==> src/rtl/mem_acc_pkg.sv <==
// Shared types for the memory access controller: access sizes, FSM states
// and the address alignment helpers used at request accept.
package mem_acc_pkg;

  localparam int DATA_W = 32;

  typedef enum logic [1:0] {
    SZ_BYTE = 2'd0,
    SZ_HALF = 2'd1,
    SZ_WORD = 2'd2
  } size_e;

  typedef enum logic [2:0] {
    IDLE    = 3'd0,
    RD      = 3'd1,
    RD_DATA = 3'd2,
    WR      = 3'd3,
    RESP    = 3'd4
  } state_e;

  // Size code 3 behaves exactly like a word access.
  function automatic size_e norm_size(input logic [1:0] s);
    case (s)
      2'd0:    return SZ_BYTE;
      2'd1:    return SZ_HALF;
      default: return SZ_WORD;
    endcase
  endfunction

  function automatic logic is_misaligned(input size_e sz, input logic [1:0] lo);
    case (sz)
      SZ_HALF: return lo[0];
      SZ_WORD: return |lo;
      default: return 1'b0;
    endcase
  endfunction

  // Clear the low address bits that a half or word access cannot use.
  function automatic logic [1:0] align_lo(input size_e sz, input logic [1:0] lo);
    case (sz)
      SZ_HALF: return {lo[1], 1'b0};
      SZ_WORD: return 2'b00;
      default: return lo;
    endcase
  endfunction

endpackage

==> src/rtl/mem_access_ctrl_if.sv <==
// CPU-side request/response bundle of the memory access controller.
// The CPU drives the master modport, the controller uses the slave modport.
interface mem_access_ctrl_if #(
  parameter int ADDR_W = 10
);
  import mem_acc_pkg::*;

  logic              req_valid;
  logic              req_ready;
  logic              req_we;
  logic [1:0]        req_size;
  logic              req_unsigned;
  logic [ADDR_W+1:0] req_addr;
  logic [DATA_W-1:0] req_wdata;
  logic              resp_valid;
  logic [DATA_W-1:0] resp_rdata;
  logic              resp_err;

  modport master (
    output req_valid, req_we, req_size, req_unsigned, req_addr, req_wdata,
    input  req_ready, resp_valid, resp_rdata, resp_err
  );

  modport slave (
    input  req_valid, req_we, req_size, req_unsigned, req_addr, req_wdata,
    output req_ready, resp_valid, resp_rdata, resp_err
  );

endinterface

==> src/rtl/mem_lane_unit.sv <==
// Combinational lane logic: load-side lane extraction with sign/zero
// extension, and store-side merge of the write lane into the old RAM word.
module mem_lane_unit
  import mem_acc_pkg::*;
(
  input  size_e             i_size,
  input  logic [1:0]        i_lane,
  input  logic              i_unsigned,
  input  logic [DATA_W-1:0] i_old_word,
  input  logic [DATA_W-1:0] i_wdata,
  output logic [DATA_W-1:0] o_load_data,
  output logic [DATA_W-1:0] o_merged
);

  logic [7:0]  w_byte;
  logic [15:0] w_half;

  // Pick the addressed lane, extend it, and build the merged store word.
  // NOTE: every output gets a default first so no path leaves it unassigned (no latch).
  always_comb begin
    w_byte      = i_old_word[{i_lane, 3'b000} +: 8];
    w_half      = i_old_word[{i_lane[1], 4'b0000} +: 16];
    o_load_data = i_old_word;
    o_merged    = i_old_word;
    case (i_size)
      SZ_BYTE: begin
        o_load_data                     = {{24{~i_unsigned & w_byte[7]}}, w_byte};
        o_merged[{i_lane, 3'b000} +: 8] = i_wdata[7:0];
      end
      SZ_HALF: begin
        o_load_data                         = {{16{~i_unsigned & w_half[15]}}, w_half};
        o_merged[{i_lane[1], 4'b0000} +: 16] = i_wdata[15:0];
      end
      default: begin
        o_merged = i_wdata;
      end
    endcase
  end

endmodule

==> src/rtl/mem_access_ctrl.sv <==
// Load/store initiator for the word-wide memstage RAM. One request is in
// flight at a time; sub-word stores are read-modify-write. All outputs are
// registered. Optional misalignment trap: define MEM_ACC_MISALIGN_TRAP_EN.
module mem_access_ctrl
  import mem_acc_pkg::*;
#(
  parameter int ADDR_W = 10
) (
  input  logic               clk,
  input  logic               rst_n,
  mem_access_ctrl_if.slave   cpu_if,
  output logic               o_ram_we,
  output logic [ADDR_W-1:0]  o_ram_addr,
  output logic [DATA_W-1:0]  o_ram_din,
  input  logic [DATA_W-1:0]  i_ram_dout
);

  state_e            r_state, w_next_state;
  logic              r_we, r_unsigned;
  size_e             r_size;
  logic [ADDR_W+1:0] r_addr;
  logic [DATA_W-1:0] r_wdata;

  logic              r_req_ready, r_resp_valid, r_resp_err, r_ram_we;
  logic [DATA_W-1:0] r_resp_rdata, r_ram_din;
  logic [ADDR_W-1:0] r_ram_addr;

  logic              w_accept, w_trap, w_resp_err_nxt;
  size_e             w_req_size;
  logic [ADDR_W+1:0] w_req_addr;
  logic [DATA_W-1:0] w_resp_rdata_nxt, w_ram_din_nxt, w_load_data, w_merged;
  logic [ADDR_W-1:0] w_ram_addr_nxt;

  assign w_accept   = cpu_if.req_valid & r_req_ready;
  assign w_req_size = norm_size(cpu_if.req_size);

`ifdef MEM_ACC_MISALIGN_TRAP_EN
  assign w_trap     = is_misaligned(w_req_size, cpu_if.req_addr[1:0]);
  assign w_req_addr = cpu_if.req_addr;
`else
  assign w_trap     = 1'b0;
  assign w_req_addr = {cpu_if.req_addr[ADDR_W+1:2],
                       align_lo(w_req_size, cpu_if.req_addr[1:0])};
`endif

  mem_lane_unit u_lane (
    .i_size      (r_size),
    .i_lane      (r_addr[1:0]),
    .i_unsigned  (r_unsigned),
    .i_old_word  (i_ram_dout),
    .i_wdata     (r_wdata),
    .o_load_data (w_load_data),
    .o_merged    (w_merged)
  );

  // State register.
  // NOTE: sequential state uses non-blocking assignments so every flop samples pre-edge values.
  always_ff @(posedge clk or negedge rst_n) begin
    if (!rst_n) r_state <= IDLE;
    else        r_state <= w_next_state;
  end

  // Latch the (aligned) request fields on the accept edge.
  always_ff @(posedge clk or negedge rst_n) begin
    if (!rst_n) begin
      r_we       <= 1'b0;
      r_unsigned <= 1'b0;
      r_size     <= SZ_BYTE;
      r_addr     <= '0;
      r_wdata    <= '0;
    end else if (w_accept) begin
      r_we       <= cpu_if.req_we;
      r_unsigned <= cpu_if.req_unsigned;
      r_size     <= w_req_size;
      r_addr     <= w_req_addr;
      r_wdata    <= cpu_if.req_wdata;
    end
  end

  // Next state plus the next values of the data-carrying output registers.
  always_comb begin
    w_next_state     = r_state;
    w_resp_rdata_nxt = r_resp_rdata;
    w_resp_err_nxt   = r_resp_err;
    w_ram_addr_nxt   = r_ram_addr;
    w_ram_din_nxt    = r_ram_din;
    case (r_state)
      IDLE: begin
        if (w_accept) begin
          w_resp_rdata_nxt = '0;
          w_resp_err_nxt   = 1'b0;
          if (w_trap) begin
            w_resp_err_nxt = 1'b1;
            w_next_state   = RESP;
          end else begin
            w_ram_addr_nxt = w_req_addr[ADDR_W+1:2];
            if (cpu_if.req_we && (w_req_size == SZ_WORD)) begin
              w_ram_din_nxt = cpu_if.req_wdata;
              w_next_state  = WR;
            end else begin
              w_next_state  = RD;
            end
          end
        end
      end
      RD: begin
        w_ram_addr_nxt = r_addr[ADDR_W+1:2];
        w_next_state   = RD_DATA;
      end
      RD_DATA: begin
        if (r_we) begin
          w_ram_din_nxt = w_merged;
          w_next_state  = WR;
        end else begin
          w_resp_rdata_nxt = w_load_data;
          w_next_state     = RESP;
        end
      end
      WR:      w_next_state = RESP;
      RESP:    w_next_state = IDLE;
      default: w_next_state = IDLE;
    endcase
  end

  // Output registers, decoded from the state being entered.
  always_ff @(posedge clk or negedge rst_n) begin
    if (!rst_n) begin
      r_req_ready  <= 1'b1;
      r_resp_valid <= 1'b0;
      r_resp_err   <= 1'b0;
      r_resp_rdata <= '0;
      r_ram_we     <= 1'b0;
      r_ram_addr   <= '0;
      r_ram_din    <= '0;
    end else begin
      r_req_ready  <= (w_next_state == IDLE);
      r_resp_valid <= (w_next_state == RESP);
      r_ram_we     <= (w_next_state == WR);
      r_resp_err   <= w_resp_err_nxt;
      r_resp_rdata <= w_resp_rdata_nxt;
      r_ram_addr   <= w_ram_addr_nxt;
      r_ram_din    <= w_ram_din_nxt;
    end
  end

  assign cpu_if.req_ready  = r_req_ready;
  assign cpu_if.resp_valid = r_resp_valid;
  assign cpu_if.resp_rdata = r_resp_rdata;
  assign cpu_if.resp_err   = r_resp_err;
  assign o_ram_we          = r_ram_we;
  assign o_ram_addr        = r_ram_addr;
  assign o_ram_din         = r_ram_din;

endmodule

==> src/flat_wrapper.sv <==
// flat-port wrapper written by rule: the top's interface ports become plain ports
module mem_access_ctrl_flat import mem_acc_pkg::*;
#(
  parameter int ADDR_W = 10
)
  (clk, rst_n, o_ram_we, o_ram_addr, o_ram_din, i_ram_dout, cpu_if_req_valid, cpu_if_req_we, cpu_if_req_size, cpu_if_req_unsigned, cpu_if_req_addr, cpu_if_req_wdata, cpu_if_req_ready, cpu_if_resp_valid, cpu_if_resp_rdata, cpu_if_resp_err);
  mem_access_ctrl_if #(.ADDR_W(ADDR_W)) cpu_if_i ();
  input  logic clk;
  input  logic rst_n;
  output logic o_ram_we;
  output logic [ADDR_W-1:0] o_ram_addr;
  output logic [DATA_W-1:0] o_ram_din;
  input  logic [DATA_W-1:0] i_ram_dout;
  input wire logic [$bits(cpu_if_i.req_valid)-1:0] cpu_if_req_valid;
  input wire logic [$bits(cpu_if_i.req_we)-1:0] cpu_if_req_we;
  input wire logic [$bits(cpu_if_i.req_size)-1:0] cpu_if_req_size;
  input wire logic [$bits(cpu_if_i.req_unsigned)-1:0] cpu_if_req_unsigned;
  input wire logic [$bits(cpu_if_i.req_addr)-1:0] cpu_if_req_addr;
  input wire logic [$bits(cpu_if_i.req_wdata)-1:0] cpu_if_req_wdata;
  output wire logic [$bits(cpu_if_i.req_ready)-1:0] cpu_if_req_ready;
  output wire logic [$bits(cpu_if_i.resp_valid)-1:0] cpu_if_resp_valid;
  output wire logic [$bits(cpu_if_i.resp_rdata)-1:0] cpu_if_resp_rdata;
  output wire logic [$bits(cpu_if_i.resp_err)-1:0] cpu_if_resp_err;
  assign cpu_if_i.req_valid = cpu_if_req_valid;
  assign cpu_if_i.req_we = cpu_if_req_we;
  assign cpu_if_i.req_size = cpu_if_req_size;
  assign cpu_if_i.req_unsigned = cpu_if_req_unsigned;
  assign cpu_if_i.req_addr = cpu_if_req_addr;
  assign cpu_if_i.req_wdata = cpu_if_req_wdata;
  assign cpu_if_req_ready = cpu_if_i.req_ready;
  assign cpu_if_resp_valid = cpu_if_i.resp_valid;
  assign cpu_if_resp_rdata = cpu_if_i.resp_rdata;
  assign cpu_if_resp_err = cpu_if_i.resp_err;
  mem_access_ctrl #(.ADDR_W(ADDR_W)) u_core (.clk(clk), .rst_n(rst_n), .cpu_if(cpu_if_i), .o_ram_we(o_ram_we), .o_ram_addr(o_ram_addr), .o_ram_din(o_ram_din), .i_ram_dout(i_ram_dout));
endmodule
==> config.mk <==
export PLATFORM = sky130hd
export DESIGN_NAME = mem_access_ctrl_flat
export DESIGN_NICKNAME = d
export VERILOG_FILES = /design/src/rtl/mem_acc_pkg.sv /design/src/rtl/mem_access_ctrl_if.sv /design/src/rtl/mem_lane_unit.sv /design/src/rtl/mem_access_ctrl.sv /design/src/flat_wrapper.sv
export SDC_FILE = /design/constraint.sdc
export NUM_CORES = 1
export LEC_CHECK = 0
export CORE_ASPECT_RATIO = 1.2
export CORE_MARGIN = 1
export CORE_UTILIZATION = 45
export CTS_CLUSTER_DIAMETER = 150
export DETAILED_ROUTE_END_ITERATION = 12
export HOLD_SLACK_MARGIN = 0.02
export PLACE_DENSITY = 0.75
export SETUP_SLACK_MARGIN = 0.1
export SYNTH_ARGS = -nofsm -noshare
export SYNTH_HDL_FRONTEND = slang
export SYNTH_SLANG_ARGS = --single-unit
==> constraint.sdc <==
create_clock -name clk -period 2.6 [get_ports clk]
set_clock_uncertainty 0.2 [all_clocks]
set_input_delay 0.52 -clock clk [delete_from_list [all_inputs] [get_ports clk]]
set_output_delay 0.52 -clock clk [all_outputs]
set_load 0.1 [all_outputs]
; ---- Yosys cells after proc, flatten, opt, wreduce, memory -nomap -nowiden
; Index checks and enable logic that the tools add are counted.
[op_classes]
add_sub_neg = 2
eq_ne = 13
shift = 6
mux = 19
n_bitwise = 4
n_reduce_logical = 10
[op_table]
columns = op, count
row1 = one-hot mux 32 bit (2 select lines), 4
row2 = 2-to-1 mux 32 bit, 5
row3 = bitwise mux 32 bit, 2
row4 = variable shift 16 x 7 -> 32 bit (first input constant), 1
row5 = variable shift 8 x 7 -> 32 bit (first input constant), 1
row6 = indexed part select 16 x 7 -> 32 bit, 1
row7 = indexed part select 32 x 6 -> 16 bit, 1
row8 = indexed part select 32 x 6 -> 8 bit, 1
row9 = indexed part select 8 x 7 -> 32 bit, 1
row10 = one-hot mux 10 bit (2 select lines), 1
row11 = negation 5 -> 7 bit, 2
row12 = one-hot mux 3 bit (4 select lines), 1
row13 = 2-to-1 mux 10 bit, 1
row14 = == test 3 x 2 -> 1 bit (second input constant), 3
row15 = one-hot mux 2 bit (2 select lines), 2
row16 = == test 2 x 1 -> 1 bit (second input constant), 3
row17 = logical NOT 3 bit, 2
row18 = 2-to-1 mux 3 bit, 2
row19 = != test 2 x 1 -> 1 bit (second input constant), 3
row20 = logical NOT 2 bit, 2
row21 = AND reduction 4 bit, 1
row22 = nonzero test 2 bit, 2
row23 = AND 1 bit, 3
row24 = == test 3 x 1 -> 1 bit (second input constant), 1
row25 = other kinds (8), 8
[totals]
reg_bits = 128
inputBits = 83

; ---- Depth between registers and ports, before layout
; Gate-level depths: netlist of run 1.
[logic_depth]
depth_word = 8
mapped_depth = 9
mapped_depth_nobuf = 6

; ---- By module
; From an unflattened synthesis of run 1, not the netlist that was laid out.
[unflattened]
cells_unflattened = 609
area_unflattened_um2 = 7173.1
[by_module_without_submodules]
columns = module, n_inst, cells_each, area_per_inst_um2, seq_area_each_um2
row1 = mem_access_ctrl, 1, 353, 5197.5, 3204.3
row2 = mem_lane_unit, 1, 256, 1975.6, 0.0

; ---- Least setup slack after synthesis of run 1
; OpenSTA, ideal clock, no wires.
[synth_timing]
kind = flip-flop to flip-flop
from = register u_core.r_addr[1]
to = register u_core.r_ram_din[0] (netlist: u_core.o_ram_din[0])
arrival_ns = 2.196
required_ns = 2.272
setup_slack_ns = 0.076
path_stages_with_launch = 9
period_less_slack_ns = 2.524
cell_sequence = dfrtp_1 -> buf_2 -> buf_1 -> inv_1 -> ha_1 -> nor2_1 -> a311o_1 -> a221oi_1 -> o2bb2ai_1
[synth_between]
elab_chain_cells = 6
word_cells_on_any_way = 11
cone_classes = add/sub (2) / shift (4) / mux (5)
[synth_rtl]
columns = item, line
row1 = "start, declared", mem_access_ctrl.sv:21  ; logic [ADDR_W+1:0] r_addr;
row2 = "start signal, assigned", mem_access_ctrl.sv:75  ; r_addr <= w_req_addr;
row3 = negation 5 -> 7 bit (on tied branches), "mem_lane_unit.sv:32, mem_lane_unit.sv:28"
row4 = indexed part select 16 x 7 -> 32 bit (tied with other cells), mem_lane_unit.sv:32  ; o_merged[{i_lane[1], 4'b0000} +: 16] = i_wdata[15:0];
row5 = bitwise mux 32 bit (on tied branches), "mem_lane_unit.sv:32, mem_lane_unit.sv:28"
row6 = one-hot mux 32 bit (2 select lines) (*), mem_lane_unit.sv:25  ; case (i_size)
row7 = 2-to-1 mux 32 bit (*), mem_access_ctrl.sv:111  ; if (r_we) begin
row8 = one-hot mux 32 bit (2 select lines) (*), mem_access_ctrl.sv:87  ; case (r_state)
row9 = "end signal, assigned", mem_access_ctrl.sv:142  ; r_ram_din <= w_ram_din_nxt;
row10 = "end, declared", mem_access_ctrl.sv:25  ; logic [DATA_W-1:0] r_resp_rdata, r_ram_din;
; Mark *: on every way between the ends. The rest lies on a longest branch, timed or not. The select of a mux whose other input is x is not followed.
; A chain may end at the register's enable or synchronous reset.

; ---- Worst setup path in the final report of run 1
[layout_timing]
from = register u_core.r_addr[1]
to = register u_core.r_resp_rdata[13] (netlist: u_core.cpu_if.resp_rdata[13])
[layout_between]
elab_chain_cells = 5
word_cells_on_any_way = 6
cone_classes = shift (2) / mux (3) / bitwise (1)
[layout_rtl]
columns = item, line
row1 = indexed part select 32 x 6 -> 8 bit, mem_lane_unit.sv:21  ; w_byte = i_old_word[{i_lane, 3'b000} +: 8];
row2 = AND 1 bit, mem_lane_unit.sv:27  ; o_load_data = {{24{~i_unsigned & w_byte[7]}}, w_byte};
row3 = one-hot mux 32 bit (2 select lines) (*), mem_lane_unit.sv:25
row4 = 2-to-1 mux 32 bit (*), mem_access_ctrl.sv:111
row5 = one-hot mux 32 bit (2 select lines) (*), mem_access_ctrl.sv:87
row6 = "end signal, assigned", mem_access_ctrl.sv:140  ; r_resp_rdata <= w_resp_rdata_nxt;
row7 = "end, declared", mem_access_ctrl.sv:25
; Marked as above.

==> results of run 1 <==
repair_timing:
item,CTS,global route
gates resized for setup,0,3
hold endpoints to repair,11,0
hold buffers,1,0
setup endpoints to repair,0,4
kinds of logic after synthesis:
group | after synthesis | share of synthesized area, %
other | 1 | 0.0561
buffers and inverters | 69 | 4.85
muxes | 80 | 13.1
DFF | 128 | 47.9
adders and majority gates | 5 | 0.936
and+or+nand+nor | 116 | 9.21
AOI/OAI and AO/OA | 203 | 23.9
registers in the layout, indices dropped and copies added, names as in the netlist, 2 cells and up:
signal                    cells
u_core.r_size                 2
u_core.o_ram_addr            10
u_core.cpu_if.resp_rdata     32
u_core.r_addr                12
u_core.r_wdata               32
u_core.o_ram_din             32
u_core.r_state                3
metrics by stage:
| stage | setup TNS, ns | hold slack, ns | cell area [µm²] | utilization, % |
|---|---|---|---|---|
| 2_1_floorplan | 0 | 0.0244 | 6690 | - |
| 3_3_place_gp | 0 | 0.184 | 8380 | 57.9 |
| 3_5_place_dp | -0.946 | 0.185 | 8380 | 57.9 |
| 4_1_cts | 0 | 0.279 | 8990 | 62.1 |
| 5_1_grt | 0 | 0.305 | 9000 | 62.2 |
| 6_report | 0 | 0.277 | 9000 | 62.2 |
how the worst min path moves through the flow:
stage,startpoint,endpoint,slack (ns)
floorplan,rst_n,u_core.cpu_if.resp_rdata[0],0.02
global placement,rst_n,u_core.r_addr[5],0.18
detailed placement,rst_n,u_core.r_addr[10],0.18
CTS,rst_n,u_core.r_addr[5],0.28
global route,u_core.cpu_if.resp_rdata[0],u_core.cpu_if.resp_rdata[0],0.30
finish,u_core.cpu_if.resp_rdata[1],u_core.cpu_if.resp_rdata[1],0.28
routing by layer:
metal	up-vias	global-route usage [%]	routed length, µm
met2	305	45.3	10200
met4	0	11.6	586
met5	-	0	0
met1	2993	38.5	9260
met3	42	5.77	1410
li1	2657	-	-
layout by cell type (no fill, tap or decap), types with 2 or more instances in the layout:
cell / instances
clkinv_2: 3
o22ai_1: 31
mux2i_1: 29
and2_1: 2
a32o_1: 7
nor2b_1: 2
a211oi_1: 14
nand2_1: 39
nor3_1: 4
o41ai_1: 3
nor3_2: 2
a31oi_1: 12
a221o_1: 25
dfrtp_1: 126
clkbuf_8: 3
buf_12: 5
a21o_1: 7
inv_1: 13
clkdlybuf4s50_1: 81
ha_1: 5
a32oi_1: 8
clkinvlp_4: 2
nand3b_1: 3
a22oi_1: 25
bufinv_16: 2
nand2b_1: 13
a211oi_2: 4
clkinv_4: 4
o2bb2ai_1: 24
and2_0: 2
nand4_1: 2
mux2_2: 50
nand3_1: 11
buf_4: 106
nor2_1: 22
clkbuf_16: 17
o21ai_0: 19
a221oi_1: 16
and3_1: 2
area by class of cell:
| type | count | area share, % |
|---|---|---|
| well taps | 200 | 2.78 |
| flip-flops and latches | 128 | 35.6 |
| repair buffers | 193 | 19.1 |
| clock buffers | 20 | 5.19 |
| multi-input cells | 405 | 35.3 |
| inverters | 13 | 0.542 |
| clock inverters | 12 | 1.49 |
critical path, stage by stage (launching register included):
cell and delay (ns):
dfrtp_1 0.39, buf_12 0.26, mux2_2 0.42, a221oi_2 0.48, o21ai_0 0.20, a32o_1 0.29
==> summary.md, run 1 <==
| Metric | Value |
|---|---|
| Reg2Reg Setup Slack | between 0.2 and 0.25 ns |
| Syn Area/Cell | ~11 µm² |
| Endpoints failing setup | 0 |
| Yosys warns | 0 |
| Syn Nets | 690 |
| Worst skew pair latency | between 0.4 and 0.5 ns |
| Port bufs | 159 |
| Final Hold Viols | 0 |
| Worst setup EP type | flip-flop |
| Routability Congestion | 0.873 |
| Hold-critical path depth | 1 |
| Worst Hold Class | reg -> reg |
| Max Freq | 425 MHz |
| CTS Buf Count | 17 |
| Vias in the first global route | about 5900 |
| Synth Instances | 602 |
| Critical path type | reg -> reg |
| Status | complete, no violations |
| Routed vias/inst | 6.18 |
| Worst setup path startpoint | u_core.r_addr[1] |
| Initial drt markers | 488 |
| Max Cap Viol | 0 |
| Post-CTS setup buffers | 0 |
| Async SR Flop Fraction | 100% |
| Initial core utilization | 46.2% |
| Maximum number of pins on one net before global-route repair | 66 |
| Rows | between 40 and 50 |
| Placed instance count | 938 |
| Most instantiated cells after synthesis | dfrtp_1, mux2_2, nand2_1, o22ai_1, mux2i_1 |
| Post-synth EDFFs | 0 |
| DRC Markers | 0 |
| CTS H-tree depth | 4 |
| CTS tree | built |
| CTS max path bufs | 2 |
| Slew margin rel. | 23.6% |
| Cell taking the most area after synthesis | dfrtp_1 |
| Initial antenna violation count | 0 |
| Synth top area share | 47.5% |
| Share of layout cells above drive strength 1 | between 20% and 30% |
| Period Utilization, post-route | 90.5% |
| First-pass GRT wire length | approximately 33 mm |
| Pre-Repair DR Iteration Count | 6 |
| Fill count | 1147 |
| Reg2Reg Depth | 5 |
| Data required, critical path | 2.71 ns |
| Final Critical Period | 2.35 ns |
| Die width | between 100 and 150 µm |
| Total number of vias | 5997 |
| Antenna diode count | 0 |
| Core box area | about 14000 µm² |
| Place WS | -0.137 ns |
| Setup WS post-layout | between 0.2 and 0.25 ns |
| Dpl hpwl | 15.4 mm |
| Measured slew at the worst slew-check pin | 1.14 ns |
| Critical path arrival | 2.46 ns |
| Main flop type after synthesis | dfrtp_1 |
| Worst-path maximum fanout | 40 |
| Seq cells post-synth | 128 |
| Antenna Violating Nets Remaining | 0 |
| Most numerous cell in the Yosys netlist | dfrtp_1 |
| R2r startpoint | u_core.r_addr[1] |
| Post-synth cell types | 55 |
| Congestion Overflow GR | 0 |
| Fin. max-slew vios | 0 |
| Total Nets Final | 846 |
| GRT Resource Usage Total | 28.6% |
| Worst setup path endpoint | u_core.cpu_if.resp_rdata[13] |
| Multi-input logic area | 3180 µm² |
| WL per Instance | 22.1 µm |
| FF-to-FF End | u_core.cpu_if.resp_rdata[13] |
| Die height | 136 µm |
| Clk slew on worst S/H paths | 0.06 ns |
| Die area | roughly 15000 µm² |
| Sequential area share after synthesis | 47.9% |
| CTS root buf | clkbuf_16 |
| Register area | ~3200 µm² |
| IO Pins | between 150 and 200 |
| CP Launch Type | flip-flop |
| CTS Sinks | roughly 130 |
| Routed wire length | 21.5 mm |
| RSZ-0062 raised after global routing | false |
| Synth Cell Area | 6680 µm² |
| Largest cells by area after synthesis | dfrtp_1, mux2_2, mux2i_1 |
| Area grow syn2layout | 34.6% |
| Non-Filler Instances | 971 |
Power of run 1 is not shown: default switching activity piles up to over one toggle a cycle in this logic, so the estimate is an artifact.
==> run 2: changes to the inputs <==
--- a/config.mk
+++ b/config.mk
@@ -8,9 +8,9 @@
 export CORE_ASPECT_RATIO = 1.2
 export CORE_MARGIN = 1
-export CORE_UTILIZATION = 45
+export CORE_UTILIZATION = 35
 export CTS_CLUSTER_DIAMETER = 150
 export DETAILED_ROUTE_END_ITERATION = 12
 export HOLD_SLACK_MARGIN = 0.02
-export PLACE_DENSITY = 0.75
+export PLACE_DENSITY = 0.61
 export SETUP_SLACK_MARGIN = 0.1
 export SYNTH_ARGS = -nofsm -noshare
==> constraint.sdc (replaced) <==
create_clock -name clk -period 2.6 [get_ports clk]
set_clock_uncertainty 0.2 [all_clocks]
set_input_delay 0.39 -clock clk [delete_from_list [all_inputs] [get_ports clk]]
set_output_delay 0.39 -clock clk [all_outputs]
set_load 0.1 [all_outputs]
==> summary.md, run 2 (synthesized netlist as in run 1, its figures left out) <==
| Metric | Value |
|---|---|
| Initial antenna violation count | 0 (unchanged) |
| CTS Sinks | 128 (unchanged) |
| Sum Neg Setup Slack | 0 ns (unchanged) |
| Hold-critical path depth | 1 (unchanged) |
| Measured slew at the worst slew-check pin | 0.676 ns (-0.462 ns) |
| Total Nets Final | 847 (+0.12%) |
| Vias in the first global route | 5883 (+0.15%) |
| Final Hold Viols | 0 (unchanged) |
| CP Launch Type | flip-flop |
| Non-Filler Instances | 1028 (+5.9%) |
| IO Pins | 161 (unchanged) |
| CTS H-tree depth | 4 (unchanged) |
| Critical path arrival | 2.44 ns (-0.02 ns) |
| Worst Hold Launch | u_core.cpu_if.resp_rdata[1] |
| Max Cap Viol | 0 (unchanged) |
| Initial drt markers | 384 (-21%) |
| Routability Congestion | 0.907 (+3.9%) |
| Period Utilization, post-route | 90.6% (+0.13 points) |
| Slew margin rel. | 54.9% (+31 points) |
| Reg2Reg Setup Slack | 0.24 ns (about the same) |
| Dpl hpwl | 15.9 mm (+3.0%) |
| Die area | 19700 µm² (+28%) |
| Routed wire length | 21.8 mm (+1.4%) |
| Met1 Use GR | 29.2% (-9.3 points) |
| Fill count | 1763 (+54%) |
| Post-Place Cell Area | 8430 µm² (+0.63%) |
| Worst skew pair latency | 0.43 ns (about the same) |
| First-pass GRT wire length | 33.4 mm (+1.6%) |
| Reg2Reg Depth | 6 (+1) |
| WL per Instance | 21.2 µm (-4.2%) |
| GRT Resource Usage Total | 22.7% (-5.9 points) |
| GR Layer Usage met2 | 36.2% (-9.1 points) |
| Worst Hold Path EP | u_core.cpu_if.resp_rdata[1] |
| R2r startpoint | u_core.r_addr[1] |
| Routed vias/inst | 5.72 (-7.5%) |
| Placed instance count | 995 (+6.1%) |
| CTS max path bufs | 2 (unchanged) |
| FF-to-FF End | u_core.o_ram_din[3] |
| CTS tree | built |
| Clk slew on worst S/H paths | 0.06 ns (about the same) |
| Congestion Overflow GR | 0 (unchanged) |
| Max Freq | 425 MHz (-0.14%) |
| CTS root buf | clkbuf_16 |
| Total number of vias | 5876 (-2.0%) |
| Endpoints failing setup | 0 (unchanged) |
| Antenna Violating Nets Remaining | 0 (unchanged) |
| Rows | 55 (+15%) |
| Top Usage Layer GRT | met2 |
| Core box area | 18800 µm² (+30%) |
| Worst Hold Class | reg -> reg |
| DRC Markers | 0 (unchanged) |
| Die width | 128 µm (+13%) |
| Pre-Repair DR Iteration Count | 5 (-1) |
| Most common cell after layout, fill and taps aside | dfrtp_1 |
| Final Critical Period | 2.36 ns (+0.00337 ns) |
| Fin. max-slew vios | 0 (unchanged) |
| Leading cell types in the layout, fill and taps excluded | dfrtp_1, buf_4, clkdlybuf4s50_1, mux2_2, nand2_1 |
| Area grow syn2layout | 35.6% |
| RSZ-0062 raised after global routing | false |
| Status | complete, no violations |
| CTS Buf Count | 17 (unchanged) |
| Maximum number of pins on one net before global-route repair | 129 (+95%) |
| Port bufs | 159 (unchanged) |
| Data required, critical path | 2.69 ns (-0.02 ns) |
| Share of layout cells above drive strength 1 | 26.8% (-0.42 points) |
| Critical path type | reg -> reg |
| Post-route cell area | 9070 µm² (+0.76%) |
| WHS | 0.278 ns (+0.000264 ns) |
| Antenna diode count | 0 (unchanged) |
| Worst-path maximum fanout | 8 (-80%) |
| Initial core utilization | 35.6% (-11 points) |
| Die height | 153 µm (+13%) |
| Worst setup EP type | flip-flop |
| Met3 Usage GRT | 4.48% (-1.3 points) |
run 2: how the worst max path moves through the flow:
stage                                 from                      endpoint  slack (ns)  cells past startpoint
after CTS                 u_core.r_addr[1]           u_core.o_ram_din[3]        0.24                      6
after global placement      i_ram_dout[23]  u_core.cpu_if.resp_rdata[10]        0.27                      6
after global routing      u_core.r_addr[1]           u_core.o_ram_din[3]        0.12                      6
after floorplan           u_core.r_addr[1]           u_core.o_ram_din[0]        0.24                      8
final                     u_core.r_addr[1]           u_core.o_ram_din[3]        0.24                      6
after detailed placement    i_ram_dout[15]  u_core.cpu_if.resp_rdata[24]        0.23                      5
run 2: timing repair:
| item | CTS | global route |
|---|---|---|
| gates resized for setup | 0 | 1 |
| setup endpoints to repair | 0 | 2 |
| hold endpoints to repair | 127 | 0 |
| setup buffers | 0 | 0 |
| hold buffers | 1 | 0 |
run 2: critical path, stage by stage (launching register included):
cell and delay, ns:
dfrtp_1 0.39, inv_1 0.11, ha_1 0.34, nor2_1 0.06, a311o_1 0.46, a221oi_1 0.51, o2bb2ai_1 0.15
run 2: layout make-up:
cell class / count / area [µm²] / area share, %
flip-flops and latches: 128 / 3210 / 35.4
multi-input cells: 405 / 3170 / 35.0
repair buffers: 194 / 1700 / 18.7
clock buffers: 19 / 433 / 4.78
well taps: 256 / 320 / 3.53
clock inverters: 13 / 188 / 2.07
inverters: 13 / 48.8 / 0.538
run 2: through the flow:
step / util [%] / setup slack (ns)
global placement: 44.9 / 0.267
floorplan: - / 0.237
detailed placement: 44.9 / 0.228
global route: 48.3 / 0.122
finish: 48.3 / 0.244
CTS: 48.2 / 0.241
run 2: routing by layer:
metal / vias to the layer above / wire length, µm
li1: 2653 / -
met1: 2916 / 9200
met2: 250 / 10300
met3: 57 / 1420
met4: 0 / 812
met5: - / 0
Power of run 2 is left out for the same reason.
==> run 3: changes to the inputs <==
SKIP_LAST_GASP = 1   (was default)
SLEW_MARGIN = 20   (was default)
==> results of run 3 <==
The final DEF is identical to that of run 2; final timing and power are the same.
Power of run 3 is left out for the same reason.
